[src/rtl/sha256_pkg.sv]
// Shared SHA-256 types, padding constants and the second-block builder.
// Build macro SHA256_FEEDER_NONCE_BSWAP_EN places the nonce byte-swapped in block2.
package sha256_pkg;

    typedef logic [0:255] midstate_t;
    typedef logic [0:511] block_t;
    typedef logic [0:95]  tail_t;
    typedef logic [31:0]  nonce_t;

    localparam logic SHA_PAD_ONE  = 1'b1;
    localparam int   HDR_LEN_BITS = 640;

    // Bit 0 is the first message bit: tail, nonce, pad one, zeros, 64-bit length.
    function automatic block_t build_block2(
        input tail_t       tail,
        input nonce_t      nonce,
        input logic [63:0] len_bits = 64'(HDR_LEN_BITS)
    );
        block_t blk;
        blk = '0;
        blk[0:95] = tail;
`ifdef SHA256_FEEDER_NONCE_BSWAP_EN
        blk[96:127] = {nonce[7:0], nonce[15:8], nonce[23:16], nonce[31:24]};
`else
        blk[96:127] = nonce;
`endif
        blk[128] = SHA_PAD_ONE;
        blk[448:511] = len_bits;
        return blk;
    endfunction

endpackage

[src/rtl/sha256_nonce_range_ctr.sv]
// Nonce range counter: loads start/end, steps by one modulo 2^NONCE_W,
// and flags the inclusive last nonce (wraps through all-ones naturally).
module sha256_nonce_range_ctr #(
    parameter int NONCE_W = 32
) (
    input  logic               clk,
    input  logic               rst,
    input  logic               load,
    input  logic [NONCE_W-1:0] nonce_start,
    input  logic [NONCE_W-1:0] nonce_end,
    input  logic               advance,
    output logic [NONCE_W-1:0] nonce,
    output logic               last
);

    logic [NONCE_W-1:0] nonce_q, nonce_d;
    logic [NONCE_W-1:0] end_q, end_d;

    always_comb begin
        nonce_d = nonce_q;
        end_d   = end_q;
        if (load) begin
            nonce_d = nonce_start;
            end_d   = nonce_end;
        end else if (advance) begin
            nonce_d = nonce_q + 1'b1;
        end
    end

    always_ff @(posedge clk) begin
        if (rst) begin
            nonce_q <= '0;
            end_q   <= '0;
        end else begin
            nonce_q <= nonce_d;
            end_q   <= end_d;
        end
    end

    assign nonce = nonce_q;
    assign last  = (nonce_q == end_q);

endmodule

[src/rtl/sha256_work_feeder.sv]
// Issues one padded second block per nonce of a job to the hasher.
// Optional macro SHA256_FEEDER_NONCE_BSWAP_EN byte-swaps the nonce inside block2.
module sha256_work_feeder
    import sha256_pkg::*;
#(
    parameter int LEN_BITS = 640,
    parameter int NONCE_W  = 32
) (
    input  logic         clk,
    input  logic         rst,
    input  logic         job_valid,
    output logic         job_ready,
    input  logic [0:255] job_midstate,
    input  logic [0:95]  job_tail,
    input  logic [31:0]  job_nonce_start,
    input  logic [31:0]  job_nonce_end,
    input  logic         job_abort,
    output logic         out_valid,
    input  logic         out_ready,
    output logic [0:255] out_midstate,
    output logic [0:511] out_block2,
    output logic [31:0]  out_nonce,
    output logic         done,
    output logic [32:0]  issued_cnt
);

    typedef enum logic {IDLE = 1'b0, ISSUE = 1'b1} state_t;

    state_t      state_q, state_d;
    midstate_t   midstate_q, midstate_d;
    tail_t       tail_q, tail_d;
    logic        blk_en_q, blk_en_d;
    logic        done_q, done_d;
    logic [32:0] issued_cnt_q, issued_cnt_d;

    logic   ctr_load, ctr_advance, ctr_last;
    nonce_t ctr_nonce;

    // Handshake: an item transfers on a clock edge where out_valid & out_ready;
    // once raised, out_valid and the item stay put until that edge (or an abort).
    logic hs;
    assign hs = (state_q == ISSUE) && out_ready;

    always_comb begin
        state_d      = state_q;
        midstate_d   = midstate_q;
        tail_d       = tail_q;
        blk_en_d     = blk_en_q;
        done_d       = 1'b0;
        issued_cnt_d = issued_cnt_q;
        ctr_load     = 1'b0;
        ctr_advance  = 1'b0;
        case (state_q)
            IDLE: begin
                if (job_valid) begin
                    midstate_d   = job_midstate;
                    tail_d       = job_tail;
                    blk_en_d     = 1'b1;
                    issued_cnt_d = '0;
                    ctr_load     = 1'b1;
                    state_d      = ISSUE;
                end
            end
            ISSUE: begin
                if (hs) begin
                    issued_cnt_d = issued_cnt_q + 33'd1;
                end
                // Abort wins over continuing, but a coincident handshake still counts.
                if (job_abort || (hs && ctr_last)) begin
                    done_d  = 1'b1;
                    state_d = IDLE;
                end else if (hs) begin
                    ctr_advance = 1'b1;
                end
            end
            default: state_d = IDLE;
        endcase
    end

    always_ff @(posedge clk) begin
        if (rst) begin
            state_q      <= IDLE;
            midstate_q   <= '0;
            tail_q       <= '0;
            blk_en_q     <= 1'b0;
            done_q       <= 1'b0;
            issued_cnt_q <= '0;
        end else begin
            state_q      <= state_d;
            midstate_q   <= midstate_d;
            tail_q       <= tail_d;
            blk_en_q     <= blk_en_d;
            done_q       <= done_d;
            issued_cnt_q <= issued_cnt_d;
        end
    end

    sha256_nonce_range_ctr #(
        .NONCE_W(NONCE_W)
    ) u_ctr (
        .clk         (clk),
        .rst         (rst),
        .load        (ctr_load),
        .nonce_start (job_nonce_start),
        .nonce_end   (job_nonce_end),
        .advance     (ctr_advance),
        .nonce       (ctr_nonce),
        .last        (ctr_last)
    );

    assign job_ready    = (state_q == IDLE);
    assign out_valid    = (state_q == ISSUE);
    assign out_midstate = midstate_q;
    assign out_nonce    = ctr_nonce;
    // Block stays all-zero until the first job so reset values are clean.
    assign out_block2   = blk_en_q ? build_block2(tail_q, ctr_nonce, 64'(LEN_BITS)) : '0;
    assign done         = done_q;
    assign issued_cnt   = issued_cnt_q;

endmodule

[config.mk]
export PLATFORM = sky130hd
export DESIGN_NAME = sha256_work_feeder
export DESIGN_NICKNAME = d
export VERILOG_FILES = /design/src/rtl/sha256_pkg.sv /design/src/rtl/sha256_nonce_range_ctr.sv /design/src/rtl/sha256_work_feeder.sv
export SDC_FILE = /design/constraint.sdc
export NUM_CORES = 1
export LEC_CHECK = 0
export CORE_AREA = 2 2 490 492
export DETAILED_ROUTE_END_ITERATION = 16
export DIE_AREA = 0 0 492 494
export GPL_ROUTABILITY_DRIVEN = 0
export GPL_TIMING_DRIVEN = 0
export MAX_ROUTING_LAYER = met4
export SLEW_MARGIN = 20
export SYNTH_ARGS = -nofsm -noshare
export SYNTH_HDL_FRONTEND = slang
export SYNTH_HIERARCHICAL = 1
export SYNTH_SLANG_ARGS = --single-unit
[constraint.sdc]
create_clock -name clk -period 2.5 [get_ports clk]
set_input_delay 0.5 -clock clk [delete_from_list [all_inputs] [get_ports clk]]
set_output_delay 0.5 -clock clk [all_outputs]
set_load 0.03 [all_outputs]
==> impl_results.md <==
- Status: finished with violations
- Failing checks: negative setup slack
- Post-synthesis cell count: 2636
- Final hold violation count: 0
- Post-Route WL: 152 mm
- PwrDens: between 500 and 600 nW/µm²
- H-tree lvl count: 2
- Reg area: 9170 µm²
- Tot Pwr: 22.2 mW
- Routed len/inst: 21.0 µm
- Critical Path, Cell by Cell: xor2_4, nor4_4, nand4_1, nor2_2, nor3_4, buf_6, nand3_4, or2_2, buf_8, nor4b_4, xnor2_1, a211oi_2
- Port bufs: 875
- Vias in the first global route: 20200
- Period utilization: 105%
- Netlist cell types: 58
- Iter 0 DRT Violations: around 1600
- Layout Utilization: 16.1%
- Share of cells above drive strength 1: 21.5%
- Slew Viols, Final: 0
- Post-synthesis sequential element count: 452
- Crit start category: flop
- Die ar.: between 200000 and 250000 µm²
- Fill count: 27100
- Minimum clock period: 2610 ps
- Clk_skew: 48.8 ps
- Largest net degree at the start of global routing: 17
- Main flop type after synthesis: dfxtp_1
- VDD IR max: 0.000528 V
- Setup crit end kind: flop
- CTS Root Cell: clkbuf_16
- Vias per Instance: 3.05
- DR vias: around 22000
- EDFF count, synth: 0
- RR Startpoint: u_ctr/nonce[20]
- Register area share after synthesis: 43.8%
- Fmax achieved: around 380 MHz
- Die Height: 494 µm
- Worst Reg-to-Reg Cells: 12
- Critical Path AT: 3180 ps
- Most frequent cells in the layout: 741 x nand2_1, 686 x clkdlybuf4s50_1, 445 x buf_4
- Worst setup path start: u_ctr/nonce[20]
- Hold WC Path Type: in2reg
- Crit path kind: reg2reg
- Ys async rst share: 0%
- Die width: 492 µm
- Post-synthesis average cell area: 7.84 µm²
- Ys Warns: 6
- Grt ovf: 0
- Beginning of the worst hold path: job_nonce_start[0]
- TritonRoute pass-1 iters: 5
- Rel. slew slack: between 30 and 40%
- Max Cap Violations: 0
- Clk sinks: about 450
- Worst-path fanout max: 8
- Clock latency on the worst-skew pair: 700 ps
- CTS tree: built
- Hold Path Depth: 3
- Post-DP HPWL: between 100 and 150 mm
- Final nets: 4422
- Core Area: 237000 µm²
- Least-Margin Pin Slew: about 940 ps
- Residual DRC count: 0
- Synthesized cell area: 20700 µm²
- # hold bufs at CTS: 0
- Gr usage total: 12.2%
- Pleak: around 16 nW
- Final setup violation count: 9
- Area of the multi-input gates: 10000 µm²
- TritonCTS Buffers: 56
- Commonest non-fill, non-tap cell in the layout: nand2_1
- Initial antenna violation count: 87
- Initial Util: 8.71%
- Antenna Nets Post-Route: 0
- CP max stage cell: nor4_4
- Worst EP required: 3070 ps
- # rows: 179
- RSZ-0062 raised after global routing: true
- First-pass GRT wire length: 191 mm
- Final Worst Setup Slack: -115 ps
- CTS max path bufs: 3
- Reg clk slew, reported paths: roughly 60 ps
- Num ports: 1257
- CP max stage delay: 510 ps
- Syn-to-layout area delta: 84.9%
## layout make-up
type	count	area share (%)
tap	3167	10.4
sequential	452	24.0
multi-input combinational	2007	26.2
inverter	10	0.154
antenna	33	0.216
clock buffer	72	4.01
clock inverter	32	1.01
buffer	538	9.67
timing repair buffer	934	24.4
## repair_timing
action	4_1_cts	5_1_grt
resized for setup	1034	111
pin swaps	11	20
setup buffers	35	17
cloned	4	2
endpoints found under the setup margin	643	168
## critical path, delay by kind of cell, from the launching register on
| family | cells | cell delay, ps |
|---|---|---|
| XOR/XNOR | 2 | 410 |
| flip-flops | 1 | 400 |
| AND/OR/NAND/NOR | 7 | 1250 |
| AO/OA/AOI/OAI | 1 | 100 |
| buffers and inverters | 2 | 290 |
## sequential cells by signal, summed over array words and instances, names as in the netlist
signal	count
tail_q	96
out_valid	1
issued_cnt	33
blk_en_q	1
done	1
u_ctr/nonce	32
out_midstate	256
u_ctr/end_q	32
## logic make-up (layout without fill, tap and decap cells)
| group | after synthesis | after routing | synth area share [%] |
|---|---|---|---|
| AOI/OAI and AO/OA | 438 | 438 | 11.1 |
| xor gates and xnor gates | 62 | 62 | 2.63 |
| adders and majority gates | 2 | 2 | 0.121 |
| buffers and inverters | 557 | 1586 | 17.2 |
| DFF | 452 | 452 | 43.8 |
| muxes | 42 | 42 | 2.07 |
| other | 1 | 414 | 0.0181 |
| and+or+nand+nor | 1082 | 1082 | 23.1 |
## power by group
part | internal, mW | switching (mW)
logic | 2.14 | 3.34
registers | 7.62 | 0.353
clock network | 4.98 | 3.79
## metrics by stage
step           hold slack, ps  setup slack [ps]  std cells  area, µm²  setup TNS (ps)
5_1_grt                   305              -142       7238      38200           -1040
2_1_floorplan             432              26.4       3016      22100               0
6_report                  340              -115       7245      38200            -381
3_3_place_gp              438             -3750       7058      34900        -1122430
4_1_cts                   254              -387       7204      38000          -19350
3_5_place_dp              442             -2650       7063      35000         -794630
## synthesized netlist by cell type (9+ instances only)
| master | instances | share of area (%) |
|---|---|---|
| a21oi_1 | 389 | 9.4 |
| nand3_1 | 21 | 0.51 |
| nand2_1 | 743 | 13 |
| a211oi_1 | 19 | 0.69 |
| buf_4 | 385 | 14 |
| nand4_1 | 17 | 0.51 |
| nor2_1 | 85 | 1.5 |
| mux2i_1 | 36 | 1.7 |
| xnor2_1 | 15 | 0.64 |
| nor4_1 | 22 | 0.67 |
| dfxtp_1 | 452 | 44 |
| xor2_1 | 47 | 2.0 |
| and2_1 | 131 | 4.0 |
| buf_1 | 15 | 0.27 |
| or3_1 | 11 | 0.33 |
| nor3_1 | 9 | 0.22 |
| clkbuf_1 | 143 | 2.6 |
## layer usage
metal / up-vias / GRT usage, % / wire length (µm)
met1: 9931 / 12.5 / 53700
met4: 0 / 3.00 / 3700
li1: 10600 / - / -
met5: - / - / 0
met2: 1396 / 20.3 / 72800
met3: 196 / 6.62 / 22200
## path summary, 6_finish.rpt
path	end	slack, ps
hold reg to reg	tail_q[41]	450
setup / recovery	u_ctr/nonce[23]	-110
setup reg to reg	u_ctr/nonce[23]	-110
hold / removal	u_ctr/nonce[0]	340
(Power assumes the default switching activity.)
